<file path="config.mk">
export PLATFORM = sky130hd
export DESIGN_NAME = vga_timing_gen
export DESIGN_NICKNAME = d
export VERILOG_FILES = /design/src/rtl/vga_timing_gen.sv
export SDC_FILE = /design/constraint.sdc
export NUM_CORES = 1
export LEC_CHECK = 0
export ABC_AREA = 1
export CORE_ASPECT_RATIO = 0.9
export CORE_MARGIN = 10
export CORE_UTILIZATION = 52
export DETAILED_ROUTE_END_ITERATION = 12
export GPL_ROUTABILITY_DRIVEN = 0
export PLACE_DENSITY = 0.81
export REMOVE_ABC_BUFFERS = 1
export SLEW_MARGIN = 20
export SYNTH_ARGS = -nofsm -noshare
export SYNTH_HDL_FRONTEND = slang
export SYNTH_SLANG_ARGS = --single-unit
</file>
<file path="constraint.sdc">
create_clock -name clock -period 1.72 [get_ports clock]
set_input_delay 0.172 -clock clock [delete_from_list [all_inputs] [get_ports clock]]
set_output_delay 0.172 -clock clock [all_outputs]
set_load 0.01 [all_outputs]
</file>
<file path="src/rtl/vga_timing_gen.sv">
// vga_timing_gen: parametrised video timing with pixel-clock divider, freeze and line/frame strobes
module vga_timing_gen #(
    parameter int H_ACTIVE = 640,
    parameter int H_FP     = 16,
    parameter int H_SYNC   = 96,
    parameter int H_BP     = 48,
    parameter int V_ACTIVE = 480,
    parameter int V_FP     = 10,
    parameter int V_SYNC   = 2,
    parameter int V_BP     = 33,
    parameter bit HS_POL   = 1'b0,
    parameter bit VS_POL   = 1'b0,
    parameter int CLK_DIV  = 2,
    parameter int XBITS    = 10,
    parameter int YBITS    = 10
) (
    input  logic             clock,
    input  logic             reset_n,
    input  logic             enable,
    output logic             pixel_tick,
    output logic [XBITS-1:0] x,
    output logic [YBITS-1:0] y,
    output logic             hsync,
    output logic             vsync,
    output logic             activevideo,
    output logic             line_start,
    output logic             frame_start
);
    localparam int H_TOTAL  = H_ACTIVE + H_FP + H_SYNC + H_BP;
    localparam int V_TOTAL  = V_ACTIVE + V_FP + V_SYNC + V_BP;
    localparam int HS_START = H_ACTIVE + H_FP;
    localparam int HS_END   = HS_START + H_SYNC;
    localparam int VS_START = V_ACTIVE + V_FP;
    localparam int VS_END   = VS_START + V_SYNC;
    localparam int DW       = CLK_DIV > 1 ? $clog2(CLK_DIV) : 1;

    if (CLK_DIV < 1 || XBITS < $clog2(H_TOTAL) || YBITS < $clog2(V_TOTAL)) begin : g_bad
        $error("vga_timing_gen: CLK_DIV must be >= 1 and XBITS/YBITS wide enough for the totals");
    end

    logic [DW-1:0]    div;
    logic             x_wrap, y_wrap;
    logic [XBITS-1:0] x_nxt;
    logic [YBITS-1:0] y_nxt;

    // reset_n gates the tick so CLK_DIV=1 stays silent while held in reset
    always_comb begin
        pixel_tick = enable && reset_n && div == DW'(CLK_DIV - 1);
        x_wrap     = x == XBITS'(H_TOTAL - 1);
        y_wrap     = y == YBITS'(V_TOTAL - 1);
        x_nxt      = pixel_tick ? (x_wrap ? '0 : x + 1'b1) : x;
        y_nxt      = pixel_tick && x_wrap ? (y_wrap ? '0 : y + 1'b1) : y;
    end

    // decoded outputs use the next x/y so they line up with the counter registers
    always_ff @(posedge clock or negedge reset_n)
        if (!reset_n) begin
            div         <= '0;
            x           <= '0;
            y           <= '0;
            hsync       <= ~HS_POL;
            vsync       <= ~VS_POL;
            activevideo <= 1'b1;
            line_start  <= 1'b0;
            frame_start <= 1'b0;
        end else begin
            div         <= pixel_tick ? '0 : div + DW'(enable);
            x           <= x_nxt;
            y           <= y_nxt;
            hsync       <= (int'(x_nxt) >= HS_START && int'(x_nxt) < HS_END) ? HS_POL : ~HS_POL;
            vsync       <= (int'(y_nxt) >= VS_START && int'(y_nxt) < VS_END) ? VS_POL : ~VS_POL;
            activevideo <= int'(x_nxt) < H_ACTIVE && int'(y_nxt) < V_ACTIVE;
            line_start  <= pixel_tick && x_wrap;
            frame_start <= pixel_tick && x_wrap && y_wrap;
        end
endmodule
</file>
# After elaboration in Yosys (flattened, before gate mapping)

Cells that the tools add are included.

Register bits after elaboration: 26
Logic and storage cells: 33
Input bits: 3
Output and inout bits: 26

Equality and inequality tests: 2
Muxes and demuxes: 7
Add/sub/neg operators: 3
Reduce and logical (&&, ||, !) cells: 7
Order comparisons: 6

Operator list:

| cell                    | number |
|---|---|
| $mux W10                | 4 |
| $add A10 B1 Y10 const B | 2 |
| $eq A10 B10 Y1 const B  | 2 |
| $lt A10 B10 Y1 const B  | 2 |
| $lt A10 B9 Y1 const B   | 2 |
| $ge A10 B10 Y1 const B  | 1 |
| $ge A10 B9 Y1 const B   | 1 |
| $logic_and A1 B1 Y1     | 7 |
| $mux W1                 | 3 |
| $add A1 B1 Y1           | 1 |

# Depth between registers and ports, before layout

Gate-level depths: netlist of the first run.

Depth after elaboration: 7
Gate-level depth with buffers: 12
Depth with buffers taken out: 12

# Least setup slack after synthesis of the first run

No wires, ideal clock.

Kind: register -> register
Start: reg x[1]
End: reg vsync
Slack: 0.109 ns
Cell stages (with the launch flop): 12
Data required time: 1.643 ns
Path buffers: 1
Library setup time: 0.077 ns
Arrival time: 1.534 ns
Clock period less this slack: 1.611 ns
Path through: dfrtp_1 > ha_1 > inv_1 > nor2_8 > nand2_4 > nor2_4 > buf_8 > nand4_4 > nand2_2 > nand3_2 > nor2_2 > nand2_1

Word-level cells in the longest chain between the ends: 6
Elaborated cells on any way between the ends: 7
Those cells by class: 2 x order compare; 1 x eq/ne; 2 x mux; 2 x reduce/logical

Ends and longest elaborated chain:

| what                                           | line | RTL |
|---|---|---|
| start: declaration                             | 21   | `output logic [XBITS-1:0] x,` |
| start signal: assignment                       | 68   | `x <= x_nxt;` |
| $eq A10 B10 Y1 (*)                             | 49   | `x_wrap = x == XBITS'(H_TOTAL - 1);` |
| $logic_and A1 B1 Y1 (*)                        | 52   | `y_nxt = pixel_tick && x_wrap ? (y_wrap ? '0 : y + 1'b1) : y;` |
| $mux W10 (*)                                   | 52   |  |
| $ge A10 B9 Y1 or $lt A10 B9 Y1 (tied branches) | 71   | `vsync <= (int'(y_nxt) >= VS_START && int'(y_nxt) < VS_END) ? VS_POL : ~VS_POL;` |
| $logic_and A1 B1 Y1 (*)                        | 71   |  |
| $mux W1 (*)                                    | 71   |  |
| end signal: assignment                         | 62   | `vsync <= ~VS_POL;` |
| end signal: assignment                         | 71   |  |
| end: declaration                               | 24   | `output logic vsync,` |

Mark *: on every way between the ends. The rest lies on a longest branch, timed or not.

# Final worst setup path of the first run

Start: reg x[4]
End: out x[4]

No word-level cell between the ends.

==> results.py, run 1 <==
metrics = {
    "status": {
        "run_status": "complete, no violations",
    },
    "power": {
        "ir_worst_vdd_v": 0.000610,
        "p_seq_share_pct": 45.7,
        "p_int_uw": 1130,
        "combPwrFrac_pct": 28.0,
        "p_clk_share_pct": 26.3,
        "switching_share_pct": 30.2,
        "p_leak_uw": 0.00115,
        "switchingPower_uw": 488,
        "power_density_nw_per_um2": 703,
    },
    "yosys": {
        "synth_most_common_cell": "nand2_1",
        "synth_warnings": 0,
        "synth.top_cell.area_share_pct": 34.9,
        "ys_top_cells_by_count": "66 x nand2_1, 34 x inv_1, 24 x nor2_1",
        "ys_seq_area_share_pct": 39.7,
        "ys_top_cells_by_area": "dfrtp_1 35%, nand2_1 15%, inv_1 7.7%",
        "syn_area_per_cell_um2": 7.47,
        "synth_top_area_cell": "dfrtp_1",
        "synthFlopType": "dfrtp_1",
        "synth_edf_count": 0,
        "yosys.cell_types.count": 30,
        "synth-async-reset-ratio_pct": 100,
        "ys_seq_elements": 26,
        "synthesis.area_um2": 1650,
        "syn-instance-count": 221,
    },
    "placed_design": {
        "portBuffers": 28,
        "hpwlAfterDp_um": 3220,
    },
    "timing": {
        "setup_viol": 0,
        "slew_headroom_pct": 77.4,
        "fmax_mhz": 606,
        "skew_ns": 0.00156,
        "whs_ns": 0.295,
        "period_needed_ns": 1.65,
        "min_period_over_period_pct": 95.9,
        "slew_violations": 0,
        "worst_pin_slew_ns": 0.339,
        "hold_viol": 0,
        "rsz0062_at_grt": "yes",
    },
    "cts": {
        "numCtsBuffers": 3,
        "htreeDepth": 1,
        "cts_num_sinks": 26,
        "clk_path_buf_depth": 2,
        "clkTransAtPathRegs_ns": 0.15,
        "clk-insertion-delay-late_ns": 0.32,
        "hold_buffers": 0,
        "cts-root-buf": "clkbuf_4",
        "cts_tree": "yes",
    },
    "drt": {
        "via_count": 1618,
        "wl_met1_um": 1970,
        "met2_length_um": 2150,
        "routed_via_density": 4.99,
        "wl_met3_um": 177,
        "ant_nets": 0,
        "routed.top_layer": "met4",
        "wl_um": 4360,
        "wire_per_inst_um": 13.5,
        "dr.pass1.iters": 4,
        "drc": 0,
        "drtIter0Drc": 103,
    },
    "global_routing": {
        "grt_pass1_wl_um": 7000,
        "antenna_found_initial": 0,
        "grt_overflow": 0,
        "grt_usage_pct": 14.7,
        "grt_pass1_vias": 1509,
        "grt_max_degree": 27,
    },
    "setup_path": {
        "required_ns": 1.55,
        "cp_max_fo": 6,
        "worstSetupStartpointType": "register",
        "arrival_ns": 1.48,
        "rr_worst_depth": 9,
        "endpoint_kind": "primary output",
        "crit_type": "register to primary output",
    },
    "floorplan": {
        "rows": 19,
        "die_w_um": 79.4,
        "start_util_pct": 54.2,
        "core_um2": 3040,
        "io_pins": 29,
        "die_area_um2": 5830,
        "die_y_um": 73.4,
    },
    "final_layout": {
        "multi_input_area_um2": 882,
        "area_growth_pct": 39.2,
        "seqCellArea_um2": 658,
        "antennaDiodeCount": 0,
        "final_util_pct": 75.5,
        "num-fill-cells": 230,
        "finalNetCount": 289,
        "drive_gt1_share_pct": 26.6,
    },
    "run": {
        "cap_violations": 0,
    },
    "worst_hold_path": {
        "hold_path.class": "input port to async pin",
    },
}
[power groups by stage]
stage	clock network (µW)	registers (µW)	logic, µW
final	425	738	452
after global routing	459	746	484
after CTS	437	732	446
after detailed placement	0	746	422
after global placement	0	742	411
after floorplan	0	777	144
[flip-flops by register name, summed over array words and instances (netlist names)]
| register | count |
|---|---|
| activevideo | 1 |
| div | 1 |
| frame_start | 1 |
| hsync | 1 |
| line_start | 1 |
| vsync | 1 |
| x | 10 |
| y | 10 |
[final timing paths]
check,slack (ns),endpoint,start
max reg2reg,0.08,frame_start,y[0]
min,0.30,div,reset_n
min in group clock,0.56,x[2],x[2]
max in group asynchronous,1.12,vsync,reset_n
max,0.07,x[4],x[4]
min reg2reg,0.56,x[2],x[2]
[worst max-delay path, stage by stage (launching register included)]
cell             delay (ns)
dfrtp_2                0.45
buf_4                  0.16
clkdlybuf4s50_1        0.55
[through the flow]
step,instance area (µm²),total power (µW),worst slack [ns],TNS (ns),std cells
2_1_floorplan,1620,921,0.0868,0,218
3_5_place_dp,2150,1170,-0.0998,-0.233,314
3_3_place_gp,2150,1150,-0.0697,-0.127,314
5_1_grt,2300,1690,-0.0364,-0.0577,324
6_report,2300,1620,0.0711,0,324
4_1_cts,2210,1620,0.0163,0,319
[cells by family (layout without fill, tap and decap cells)]
kind of cell | Yosys count | count (layout) | share of synthesized area, %
AND/OR/NAND/NOR | 138 | 139 | 41.8
buffers and inverters | 39 | 99 | 10.2
flip-flops | 26 | 26 | 39.7
AO/OA/AOI/OAI | 10 | 10 | 3.49
XOR/XNOR | 5 | 5 | 2.65
adder cells (fa/ha/maj) | 3 | 3 | 2.27
[placed cells by master (no fill, tap or decap), types with 5 or more instances in the layout]
cell and count:
buf_4 31, clkdlybuf4s50_1 27, dfrtp_1 20, inv_1 31, nand2_1 66, nand3_1 20
nand3_2 5, nand4_1 5, nor2_1 19, nor2_2 7, xor2_1 5
[repair_timing]
action	4_1_cts	5_1_grt
gates cloned	0	1
pin swaps	0	4
buffers inserted	1	4
gates resized for setup	1	18
setup endpoints to repair	1	5
[metal layers]
metal  GRT usage, %  vias up
met5              0        -
met2           24.3       40
li1               -      809
met4           5.77        0
met1           18.4      761
met3           3.17        8
[layout make-up]
type	instances	share of cell area, %
multi-input combinational	157	38.4
timing repair buffer	59	22.3
sequential	26	28.6
clock buffer	3	0.980
inverter	36	6.10
clock inverter	1	1.31
tap	42	2.29
No activity file was read; power rests on OpenSTA's default activity.
==> inputs of run 2 (changes only) <==
--- a/config.mk
+++ b/config.mk
@@ -11,6 +11,7 @@
 export CORE_UTILIZATION = 52
 export DETAILED_ROUTE_END_ITERATION = 12
 export GPL_ROUTABILITY_DRIVEN = 0
+export GPL_TIMING_DRIVEN = 1
 export PLACE_DENSITY = 0.81
 export REMOVE_ABC_BUFFERS = 1
 export SLEW_MARGIN = 20
==> results of run 2 <==
No change in the layout: final DEF, timing and power equal those of run 1.
==> inputs of run 3 (changes only) <==
--- a/config.mk
+++ b/config.mk
@@ -9,6 +9,7 @@
 export CORE_ASPECT_RATIO = 0.9
 export CORE_MARGIN = 10
 export CORE_UTILIZATION = 52
+export CTS_BUF_LIST = sky130_fd_sc_hd__clkbuf_16
 export DETAILED_ROUTE_END_ITERATION = 12
 export GPL_ROUTABILITY_DRIVEN = 0
 export GPL_TIMING_DRIVEN = 1
==> results.py, run 3 (synthesis results as in run 1) <==
metrics = {
    "final_layout": {
        "seqCellArea_um2": 656,
        "drive_gt1_share_pct": 25.5,
        "mostFrequentLayoutCells": "65 x nand2_1, 32 x inv_1, 31 x buf_4",
        "num-fill-cells": 216,
        "finalNetCount": 289,
        "finish.instance_area_um2": 2350,
        "area_growth_pct": 42.2,
        "multi_input_area_um2": 877,
        "layout_commonest_cell": "nand2_1",
        "reg_top3": "x x10, y x10",
        "finalNonFillerCells": 324,
        "antennaDiodeCount": 0,
    },
    "timing": {
        "period_needed_ns": 1.65,
        "slew_violations": 0,
        "worst_pin_slew_ns": 0.337,
        "min_period_over_period_pct": 95.9,
        "hold_viol": 0,
        "skew_ns": 0.00211,
        "fmax_mhz": 606,
        "setup_viol": 0,
        "slew_headroom_pct": 77.5,
    },
    "worst_hold_path": {
        "hold_path.class": "input port to async pin",
    },
    "drt": {
        "dr.pass1.iters": 4,
        "via_count": 1679,
        "wl_um": 4650,
        "ant_nets": 0,
        "routed_via_density": 5.18,
        "drc": 0,
        "drtIter0Drc": 163,
        "wire_per_inst_um": 14.3,
    },
    "setup_path": {
        "r2r_end": "frame_start",
        "cp_max_fo": 6,
        "crit_type": "register to register",
        "endpoint_kind": "register",
        "r2r_setup_slack_ns": 0.07,
        "worstSetupStartpointType": "register",
        "r2r_start": "y[0]",
        "rr_worst_depth": 9,
        "required_ns": 1.93,
        "arrival_ns": 1.86,
    },
    "floorplan": {
        "core_um2": 3040,
        "die_w_um": 79.4,
        "die_area_um2": 5830,
        "die_y_um": 73.4,
        "rows": 19,
        "start_util_pct": 54.2,
        "io_pins": 29,
    },
    "power": {
        "switchingPower_uw": 512,
        "p_clk_share_pct": 36.6,
        "p_seq_share_pct": 39.8,
        "totalPowerFinal_uw": 1860,
        "p_int_uw": 1340,
        "combPwrFrac_pct": 23.7,
        "power_density_nw_per_um2": 791,
        "switching_share_pct": 27.6,
        "p_leak_uw": 0.00118,
        "ir_worst_vdd_v": 0.000658,
    },
    "placed_design": {
        "portBuffers": 28,
        "dp_cells": 314,
        "place_area_um2": 2150,
        "hpwlAfterDp_um": 3220,
    },
    "global_routing": {
        "grt_overflow": 0,
        "grt_usage_pct": 14.9,
        "antenna_found_initial": 0,
        "grt_pass1_vias": 1493,
        "grt_max_degree": 27,
        "grt_pass1_wl_um": 7070,
    },
    "cts": {
        "htreeDepth": 1,
        "clkTransAtPathRegs_ns": 0.06,
        "clk_path_buf_depth": 2,
        "numCtsBuffers": 3,
        "cts-root-buf": "clkbuf_16",
        "cts_num_sinks": 26,
        "clk-insertion-delay-late_ns": 0.26,
        "hold_buffers": 0,
        "cts_tree": "yes",
    },
    "run": {
        "cap_violations": 0,
    },
    "status": {
        "run_status": "complete, no violations",
    },
}
run 3: area by class of cell:
cell class | instances | area share [%]
Multi-Input combinational cell | 157 | 37.4
Sequential cell | 26 | 27.9
Timing Repair Buffer | 59 | 22.0
Inverter | 36 | 5.97
Clock buffer | 3 | 3.20
Tap cell | 42 | 2.24
Clock inverter | 1 | 1.28
run 3: worst max-delay path by stage:
stage	from	endpoint	slack, ns	cells past startpoint
finish	y[0]	frame_start	0.07	9
CTS	enable	pixel_tick	0.02	4
global placement	enable	vsync	-0.07	10
floorplan	x[1]	vsync	0.09	10
detailed placement	reset_n	vsync	-0.1	10
global route	y[0]	activevideo	-0.08	9
run 3: power by group through the flow:
stage / Clock [µW] / Sequential (µW) / Combinational, µW
6_report: 679 / 738 / 439
3_5_place_dp: 0 / 746 / 422
5_1_grt: 714 / 746 / 466
4_1_cts: 691 / 735 / 434
3_3_place_gp: 0 / 742 / 411
2_1_floorplan: 0 / 777 / 144
run 3: timing repair:
item,4_1_cts,5_1_grt
setup buffers,0,5
setup endpoints to repair,0,4
resized for setup,0,15
hold endpoints to repair,0,0
run 3: per-layer routing:
metal / vias up / GRT usage (%) / share of wire, %
li1: 822 / - / -
met4: 0 / 4.17 / 2.3
met1: 785 / 18.9 / 44
met3: 11 / 2.93 / 5.8
met2: 61 / 25.1 / 48
met5: - / 0 / 0
run 3: worst max-delay path, cell delays in order, from the launching register on:
cell and delay [ns]:
dfrtp_1 0.43, inv_2 0.09, ha_1 0.16, nand2_1 0.08
nor2_2 0.11, nand3_2 0.16, or2_1 0.28, buf_4 0.14
buf_4 0.12, inv_1 0.04
run 3: stage by stage:
| stage | utilization [%] | worst slack, ns | hold WS [ns] | setup TNS [ns] |
|---|---|---|---|---|
| detailed placement | 70.7 | -0.0998 | 0.522 | -0.233 |
| finish | 77.1 | 0.0705 | 0.380 | 0 |
| floorplan | - | 0.0868 | -0.124 | 0 |
| global placement | 70.7 | -0.0697 | 0.511 | -0.127 |
| global route | 77.1 | -0.0755 | 0.406 | -0.153 |
| CTS | 74.1 | 0.0193 | 0.397 | 0 |
